[config.mk]
export PLATFORM = sky130hd
export DESIGN_NAME = counter_seq_ctrl
export DESIGN_NICKNAME = d
export VERILOG_FILES = /design/src/rtl/counter_seq_ctrl.sv
export SDC_FILE = /design/constraint.sdc
export NUM_CORES = 1
export LEC_CHECK = 0
export BUFFER_PORTS_ARGS = -buffer_cell sky130_fd_sc_hd__buf_4
export CORE_MARGIN = 3
export CORE_UTILIZATION = 50
export DETAILED_ROUTE_END_ITERATION = 10
export GPL_TIMING_DRIVEN = 0
export PLACE_DENSITY = 0.84
export SYNTH_ARGS = -nofsm -noshare
export SYNTH_HDL_FRONTEND = slang
export SYNTH_SLANG_ARGS = --single-unit
[constraint.sdc]
create_clock -name clk_i -period 2.2 [get_ports clk_i]
set_input_delay 0.22 -clock clk_i [delete_from_list [all_inputs] [get_ports clk_i]]
set_output_delay 0.22 -clock clk_i [all_outputs]
set_load 0.02 [all_outputs]
[src/rtl/counter_seq_ctrl.sv]
// Run controller for the 4-bit up-counter datapath.
// Sequences one counting run (start / pause / stop) against a limit latched
// at start, in one-shot or auto-reload mode. The count advances once every
// PRESCALE clocks. All outputs come straight from flops.
//
// state  | meaning
// S_IDLE | no run active; COUNT holds its last value (0 or the reached limit)
// S_RUN  | prescaler advancing, COUNT ticks toward lim_q
// S_PAUSE| run frozen by HOLD; COUNT and prescaler keep their values
module counter_seq_ctrl #(
  parameter int WIDTH    = 4,
  parameter int PRESCALE = 1
) (
  input  logic             clk_i,
  input  logic             rst_n_i,
  input  logic             start_i,
  input  logic             stop_i,
  input  logic             hold_i,
  input  logic             reload_i,
  input  logic [WIDTH-1:0] limit_i,
  output logic [WIDTH-1:0] count_o,
  output logic             busy_o,
  output logic             done_o
);

  localparam int PSC_W = $clog2(PRESCALE) + 1;
  localparam logic [PSC_W-1:0] PSC_MAX = PSC_W'(PRESCALE - 1);

  typedef enum logic [1:0] {
    S_IDLE,
    S_RUN,
    S_PAUSE
  } state_e;

  state_e             state_q;
  logic [WIDTH-1:0]   count_q;
  logic [WIDTH-1:0]   count_d;
  logic [WIDTH-1:0]   lim_q;
  logic [PSC_W-1:0]   psc_q;
  logic [PSC_W-1:0]   psc_d;
  logic               rl_q;
  logic               busy_q;
  logic               done_q;
  logic               tick;

  // Incremented values and the prescaler terminal compare.
  always_comb begin
    count_d = count_q + 1'b1;
    psc_d   = psc_q + 1'b1;
    tick    = (psc_q == PSC_MAX);
  end

  // Run FSM: STOP beats START beats HOLD beats the prescaler tick.
  // Leaving S_PAUSE advances on the same edge, so each HOLD cycle costs
  // exactly one cycle of delay.
  always_ff @(posedge clk_i or negedge rst_n_i) begin
    if (!rst_n_i) begin
      state_q <= S_IDLE;
      count_q <= '0;
      psc_q   <= '0;
      lim_q   <= '0;
      rl_q    <= 1'b0;
      busy_q  <= 1'b0;
      done_q  <= 1'b0;
    end else if (stop_i) begin
      state_q <= S_IDLE;
      count_q <= '0;
      psc_q   <= '0;
      busy_q  <= 1'b0;
      done_q  <= 1'b0;
    end else if (start_i) begin
      lim_q   <= limit_i;
      rl_q    <= reload_i;
      count_q <= '0;
      psc_q   <= '0;
      if (limit_i != '0) begin
        state_q <= S_RUN;
        busy_q  <= 1'b1;
        done_q  <= 1'b0;
      end else begin
        // zero-length run: report completion immediately, never go busy
        state_q <= S_IDLE;
        busy_q  <= 1'b0;
        done_q  <= 1'b1;
      end
    end else begin
      done_q <= 1'b0;
      if (state_q != S_IDLE) begin
        if (hold_i) begin
          state_q <= S_PAUSE;
        end else begin
          state_q <= S_RUN;
          if (!tick) begin
            psc_q <= psc_d;
          end else begin
            psc_q <= '0;
            if (count_q != lim_q) begin
              count_q <= count_d;
              if (count_d == lim_q) begin
                done_q <= 1'b1;
                if (!rl_q) begin
                  state_q <= S_IDLE;
                  busy_q  <= 1'b0;
                end
              end
            end else begin
              // reload mode: the tick after reaching the limit wraps to 0
              count_q <= '0;
            end
          end
        end
      end
    end
  end

  assign count_o = count_q;
  assign busy_o  = busy_q;
  assign done_o  = done_q;

endmodule

# After elaboration in Yosys (flattened, before gate mapping)
# Index checks and enable logic that the tools add are counted.
[classes]
bitwise = 1
n_reduce_logical = 9
mux = 37
n_addsub = 2
n_eq_ne = 5
[ops]
columns = ["op", "count"]
rows = [
  ["$mux 1", 27],
  ["$mux 4", 6],
  ["$ne 3x3->1 const B", 3],
  ["$reduce_bool 3->1", 3],
  ["$mux 2", 4],
  ["$reduce_and 6->1", 1],
  ["$add 4x1->4 const B", 1],
  ["$eq 4x4->1", 1],
  ["$ne 4x4->1", 1],
  ["$reduce_and 2->1", 2],
  ["$reduce_bool 4->1", 1],
  ["$reduce_and 3->1", 1],
  ["$reduce_bool 2->1", 1],
  ["$add 1x1->1 const B", 1],
  ["$not 1->1", 1],
]
[word_totals]
wordCells = 61
register_bits = 14

# Longest topological paths before layout
# Gate-level depths: netlist of run 1.
[depth]
word_depth = 9
mapped_depth = 5
ltp_nobuf = 5

# Worst setup path before layout of run 1
# Ideal clock, no wire load.
[synth_path]
path_type = "register to register"
start = "reg count_q[0], in the netlist count_o[0]"
end = "reg done_q, in the netlist done_o"
stages_incl_launch_ff = 6
setup_slack_ns = 0.436
arrival_ns = 1.686
required_time_ns = 2.123
cell_sequence = "dfrtp_1 ha_1 xnor3_1 nand3_1 or4_1 a21oi_1"
[synth_via]
elab_chain_cells = 9
[synth_lines]
columns = ["item", "line_no", "rtl"]
rows = [
  ["from (decl)", "36", "logic [WIDTH-1:0] count_q;"],
  ["from (signal assigned)", "98", "count_q <= count_d;"],
  ["$add 4x1->4", "48", "count_d = count_q + 1'b1;"],
  ["$eq 4x4->1", "99", "if (count_d == lim_q) begin"],
  ["$mux 1", "99", ""],
  ["$mux 1 (*)", "97", "if (count_q != lim_q) begin"],
  ["$mux 1 (*)", "93", "if (!tick) begin"],
  ["$mux 1 (*)", "89", "if (hold_i) begin"],
  ["$mux 1 (*)", "88", "if (state_q != S_IDLE) begin"],
  ["$mux 1 (*)", "71", "end else if (start_i) begin"],
  ["$mux 1 (*)", "65", "end else if (stop_i) begin"],
  ["to (signal assigned)", "64", "done_q <= 1'b0;"],
  ["to (signal assigned)", "70", "done_q <= 1'b0;"],
  ["to (signal assigned)", "87", "done_q <= 1'b0;"],
  ["to (decl)", "43", "logic done_q;"],
]
# Every way passes the cells marked *; elsewhere a longest branch is shown, timed or not.
# A chain may end at the register's enable or synchronous reset.

# Worst setup path in the final report of run 1
# Same ends and word-level chain as after synthesis.

==> results of run 1 <==
==> layer usage <==
metal | routed length [µm] | global-route usage, % | vias to the layer above
li1 | - | - | 241
met1 | 551 | 18.87 | 255
met2 | 653 | 30.09 | 18
met3 | 76 | 3.863 | 6
met4 | 23 | 5.590 | 0
met5 | 0 | 0 | -
==> metrics by stage <==
step,power [W],cells
global placement,0.0003515,83
global route,0.0005275,88
finish,0.0004981,88
CTS,0.0005017,88
detailed placement,0.0003550,83
floorplan,0.0003210,54
==> worst min-delay path by stage <==
stage | end | slack [ns]
floorplan | busy_o$_DFFE_PN0P_ | -0.08
global placement | count_o[0]$_DFFE_PN0P_ | 0.07
detailed placement | count_o[1]$_DFFE_PN0P_ | 0.07
CTS | done_o$_DFF_PN0_ | 0.14
global route | state_q[1]$_DFFE_PN0P_ | 0.15
finish | done_o$_DFF_PN0_ | 0.15
==> layout by cell type (no fill, tap or decap) <==
cell and n:
a21oi_1 1, a221o_1 1, a221oi_1 1, a22o_1 2, buf_4 15, clkbuf_1 1, clkbuf_2 1, clkbuf_4 3
dfrtp_1 13, dlygate4sd3_1 1, ha_1 1, mux2_2 6, nand2_1 1, nand2b_1 2, nand3_1 2, nor2_1 2
nor2b_1 3, nor3_1 1, nor3b_1 1, nor4_1 2, nor4b_1 2, o21bai_1 1, o22ai_1 1, or3_1 1
or4_1 1, xnor2_1 3, xnor3_1 1, xor2_1 3, xor2_2 1
==> registers in the layout, summed over array words and instances (netlist names) <==
name,flops
busy_o,1
state_q,2
lim_q,4
done_o,1
rl_q,1
count_o,4
==> logic make-up (layout without fill, tap and decap cells) <==
kind of cell | Yosys count | count (layout) | share of synthesized area, %
AO/OA/AOI/OAI | 7 | 7 | 8.272
XOR/XNOR | 8 | 8 | 13.72
adder cells (fa/ha/maj) | 1 | 1 | 1.879
buffers and inverters | 1 | 21 | 0.7512
flip-flops | 13 | 13 | 48.87
multiplexers | 6 | 6 | 10.15
AND/OR/NAND/NOR | 18 | 18 | 16.35
==> what timing repair did <==
action | 4_1_cts | 5_1_grt
hold buffers | 1 | 0
hold endpoints to repair | 13 | 0
buffers inserted | 0 | 0
==> power breakdown <==
part	total, W	leakage, nW	switching, W	internal [W]
sequential	0.000271	0.168	0.0000147	0.000256
clock	0.000146	0.0150	0.0000760	0.0000703
combinational	0.0000808	0.208	0.0000365	0.0000443
==> cell type report <==
cell class	instances	area [µm²]	area share, %
buffer	1	5.005	0.6015
tap	14	17.52	2.105
timing repair buffer	16	122.6	14.74
sequential	13	325.3	39.10
multi-input combinational	40	335.3	40.30
clock buffer	4	26.28	3.158
==> worst register-to-register path: stages (launching register included) <==
cell	delay, ns
dfrtp_1	0.44
ha_1	0.25
xnor3_1	0.37
nand3_1	0.10
or4_1	0.41
a21oi_1	0.16
==> results.yml, run 1 <==
status:
  run_status: "finished clean"
sta:
  fin_skew_ns: 0.003995
  final.period_utilization_pct: 81.92
  achievable-frequency_mhz: 554.9
  finalMaxSlewViolations: 0
  unrepaired_setup_endpoints_after_global_routing: "false"
  worst_pin_slew_ns: 0.5231
  fin_worst_hold_slack_ns: 0.1501
  setup_viol: 0
  slew_headroom_pct: 65.05
  min_clock_period_post_route_ns: 1.802
  hold_violations: 0
  fin_ws_ns: 0.3978
  setup_total_negative_slack_ns: 0
detailed_routing:
  routedWlPerCell_um: 14.83
  finalWirelength_um: 1305
  detail_route.vias_per_cell: 5.909
  drt.antenna.violating_nets: 0
  route.vias.total: 520
  drt_pass1_iterations: 4
  detailedRoute.firstIterationViolations: 11
  drc_errors: 0
setup_path:
  path_delay_family: "simple AND/OR/NAND/NOR gates"
  critPathBufInv: 0
  critical_path.endpoint: "done_o$_DFF_PN0_"
  cp_cell_sequence: "ha_1, xnor3_1, nand3_1, or4_1, a21oi_1"
  slowest_delay_ns: 0.44
  crit-reg2reg-capture: "done_o$_DFF_PN0_"
  worst_r2r_path_depth: 5
  critPathRequiredTime_ns: 2.40
  worst_r2r_startpoint: "count_o[0]$_DFFE_PN0P_"
  worst_ep_arrival_time_ns: 2.00
  critPathLaunch: "count_o[0]$_DFFE_PN0P_"
  cpMaxStageDelayCell: "dfrtp_1"
  critPathKind: "reg -> reg"
  setup_slack_reg_to_reg_ns: 0.40
  crit_path_start_kind: "flop"
  timing.critical_path.to_type: "flop"
  worstSetupPathDepth: 5
  worst-path-max-fanout: 5
logic_synthesis:
  avgSynthCellArea_um2: 12.33
  synth_top_area_share_pct: 48.87
  synthesis.yosys.warnings: 0
  syn-instance-count: 54
  async_reset_ff_share_pct: 100.0
  post-synth-top-area-cell: "dfrtp_1"
  synth.most_common_cell: "dfrtp_1"
  dominantRegCellSynth: "dfrtp_1"
  synth_area_um2: 665.6
  synth.area.top_cells: "dfrtp_1 (49%), mux2_2 (10%), xnor2_1 (3.9%)"
  synth_edf_count: 0
  synth.net_count: 65
  netlist_cell_types: 25
  ys_ff_latch: 13
  synth.cells.most_frequent: "dfrtp_1 (13), mux2_2 (6), nor2b_1 (3), xnor2_1 (3), xor2_1 (3)"
  synth-seq-area-share_pct: 48.87
global_route:
  antenna_found_initial: 0
  first_global_vias: 511
  grt_max_degree: 14
  grtUsageTotal_pct: 16.64
  global_route_wire_length_before_repair_um: 2235
  overflow: 0
power_and_ir_drop:
  vdd_ir_drop_max_mv: 0.4065
  leakagePower_nw: 0.3907
  power_density_mw_per_mm2: 598.6
clocking:
  worst_skew_pair.late_latency_ns: 0.28
  clock_net_sink_count: 13
  cts_inserted_buffers: 3
  clock_transition_time_at_the_flip_flop_clock_pins_of_the_worst_setup_and_hold_paths_ns: 0.08
  clock_path_buffers: 2
  cts-resized-gates: 0
  cts_max_level: 1
  cts_root_buf: "clkbuf_4"
  tritoncts_clock_tree: "yes"
job:
  max_cap_viol_count: 0
die:
  floorplan.initialDensity_pct: 56.84
  die_width_um: 42.49
  rows: 12
  y_dimension_of_the_die_um: 42.49
  fp.dieArea_mm2: 0.001805
  placeableCoreArea_mm2: 0.001171
  ios: 16
cells_and_area:
  area_delta_synth_final_pct: 25.00
  post_route_cells_drive_above_1_share_pct: 35.14
  design_area_um2: 832.0
  number_of_antenna_cells_inserted: 0
  layout.filler_cells: 92
  nets_finish: 86
  final_util_pct: 71.05
placement:
  port_buffers: 15
  dp_worst_setup_slack_ns: 0.4295
  dpl-instance-area_um2: 795.8
  hpwl_detailed_um: 970.1
  gpl.final_weighted_congestion: 0.8393
hold_path:
  number_of_instances_on_the_worst_hold_path: 2
  min-delay-path-class: "in -> reg"
  hold_path_origin: "stop_i"
No activity file was read; power rests on OpenSTA's default activity.
==> inputs of run 2 (changes only) <==
==> constraint.sdc (replaced) <==
create_clock -name clk_i -period 1.7 [get_ports clk_i]
set_input_delay 0.17 -clock clk_i [delete_from_list [all_inputs] [get_ports clk_i]]
set_output_delay 0.17 -clock clk_i [all_outputs]
set_load 0.02 [all_outputs]
==> results.yml, run 2 (synthesized netlist as in run 1, its figures left out) <==
status:
  run_status: "finished clean"
sta:
  finalMaxSlewViolations: 0
  setup_viol: 0
  final.period_utilization_pct: 96.82
  fin_skew_ns: 0.005472
  slew_headroom_pct: 63.76
  achievable-frequency_mhz: 607.6
  worst_pin_slew_ns: 0.5424
  setup_total_negative_slack_ns: 0
  min_clock_period_post_route_ns: 1.646
  hold_violations: 0
  fin_worst_hold_slack_ns: 0.09629
power_and_ir_drop:
  design_power_total_w: 0.0006624
  vdd_ir_drop_max_mv: 0.5576
  power_density_mw_per_mm2: 747.8
  leakagePower_nw: 0.4069
clocking:
  clock_transition_time_at_the_flip_flop_clock_pins_of_the_worst_setup_and_hold_paths_ns: 0.08
  cts_root_buf: "clkbuf_4"
  tritoncts_clock_tree: "yes"
  clock_path_buffers: 2
  cts_inserted_buffers: 3
  worst_skew_pair.late_latency_ns: 0.27
  clock_net_sink_count: 13
  cts_max_level: 1
cells_and_area:
  mostFrequentLayoutCell: "buf_4"
  multi_input_comb_area_um2: 364.1
  final_cell_mix: "buf_4 (18), dfrtp_1 (11), mux2_2 (6)"
  area_delta_synth_final_pct: 33.08
  design_area_um2: 885.9
  nets_finish: 89
  number_of_antenna_cells_inserted: 0
  sequential_cell_area_um2: 327.8
  layout.filler_cells: 92
  post_route_cells_drive_above_1_share_pct: 48.05
hold_path:
  whs_endpoint: "done_o$_DFF_PN0_"
  hold_path_origin: "stop_i"
  min-delay-path-class: "in -> reg"
  number_of_instances_on_the_worst_hold_path: 2
die:
  rows: 12
  ios: 16
  fp.dieArea_mm2: 0.001805
  floorplan.initialDensity_pct: 56.84
  y_dimension_of_the_die_um: 42.49
  die_width_um: 42.49
  placeableCoreArea_mm2: 0.001171
setup_path:
  worst-path-max-fanout: 4
  critPathKind: "reg -> reg"
  critPathRequiredTime_ns: 1.85
  setup_slack_reg_to_reg_ns: 0.05
  worst_r2r_path_depth: 5
  crit_path_start_kind: "flop"
  timing.critical_path.to_type: "flop"
  crit-reg2reg-capture: "count_o[2]$_DFFE_PN0P_"
  worst_r2r_startpoint: "count_o[0]$_DFFE_PN0P_"
  worst_ep_arrival_time_ns: 1.80
detailed_routing:
  detail_route.vias_per_cell: 5.582
  drc_errors: 0
  drt_pass1_iterations: 3
  route.vias.total: 508
  drt.antenna.violating_nets: 0
  routedWlPerCell_um: 14.66
  finalWirelength_um: 1334
  detailedRoute.firstIterationViolations: 10
global_route:
  grt_max_degree: 14
  global_route_wire_length_before_repair_um: 2139
  first_global_vias: 470
  antenna_found_initial: 0
  grtUsageTotal_pct: 16.28
  overflow: 0
job:
  max_cap_viol_count: 0
placement:
  dpl-instance-area_um2: 800.8
  hpwl_detailed_um: 918.3
  gpl.final_weighted_congestion: 0.8387
  port_buffers: 15
-- run 2: cell types whose count changed in the layout (fill, tap and decap cells not counted), sizes merged --
| cell | before | now |
|---|---|---|
| buf | 15 | 18 |
-- run 2: how the worst max path moves through the flow --
stage,from,endpoint,slack [ns],cells past startpoint
CTS,count_o[0]$_DFFE_PN0P_,done_o$_DFF_PN0_,0.007,5
global placement,count_o[0]$_DFFE_PN0P_,done_o$_DFF_PN0_,-0.009,5
global route,count_o[0]$_DFFE_PN0P_,count_o[2]$_DFFE_PN0P_,-0.01,5
floorplan,count_o[0]$_DFFE_PN0P_,done_o$_DFF_PN0_,0.007,5
detailed placement,count_o[0]$_DFFE_PN0P_,done_o$_DFF_PN0_,-0.03,5
finish,count_o[0]$_DFFE_PN0P_,count_o[2]$_DFFE_PN0P_,0.05,5
-- run 2: per-stage QoR --
step / utilization, % / instances / worst slack (ns)
after floorplan: - / 54 / 0.006825
after global placement: 68.38 / 83 / -0.008689
after detailed placement: 68.38 / 83 / -0.03351
after CTS: 73.40 / 91 / 0.006506
after global routing: 75.64 / 91 / -0.009509
final: 75.64 / 91 / 0.05407
-- run 2: report_power, final --
part	total, W	leakage, nW	internal [W]	switching (W)
clock network	0.000188	0.0150	0.0000908	0.0000968
registers	0.000352	0.164	0.000332	0.0000199
logic	0.000123	0.227	0.0000695	0.0000538
total	0.000662	0.407	0.000492	0.000171
-- run 2: layer usage --
layer	vias to the layer above	share of wire, %	GRT usage [%]
li1	245	-	-
met1	250	47	21.29
met2	11	48	25.23
met3	2	3.8	3.863
met4	0	1.0	7.453
met5	-	0	0
-- run 2: what timing repair did --
action,4_1_cts,5_1_grt
gates cloned,0,0
setup buffers,3,0
hold endpoints to repair,13,0
pin swaps,1,2
resized for setup,0,5
endpoints found under the setup margin,1,5
hold buffers,1,0
-- run 2: worst max-delay path: stages, from the launching register on --
cell	delay, ns
dfrtp_2	0.42
buf_4	0.15
xor2_1	0.18
nor4_2	0.29
nor2_1	0.15
a221o_1	0.34
-- run 2: final cells by class --
type	instances	share of cell area, %
Tap cell	14	1.977
Clock buffer	4	2.966
Buffer	1	0.5650
Timing Repair Buffer	19	16.38
Multi-Input combinational cell	40	41.10
Sequential cell	13	37.01
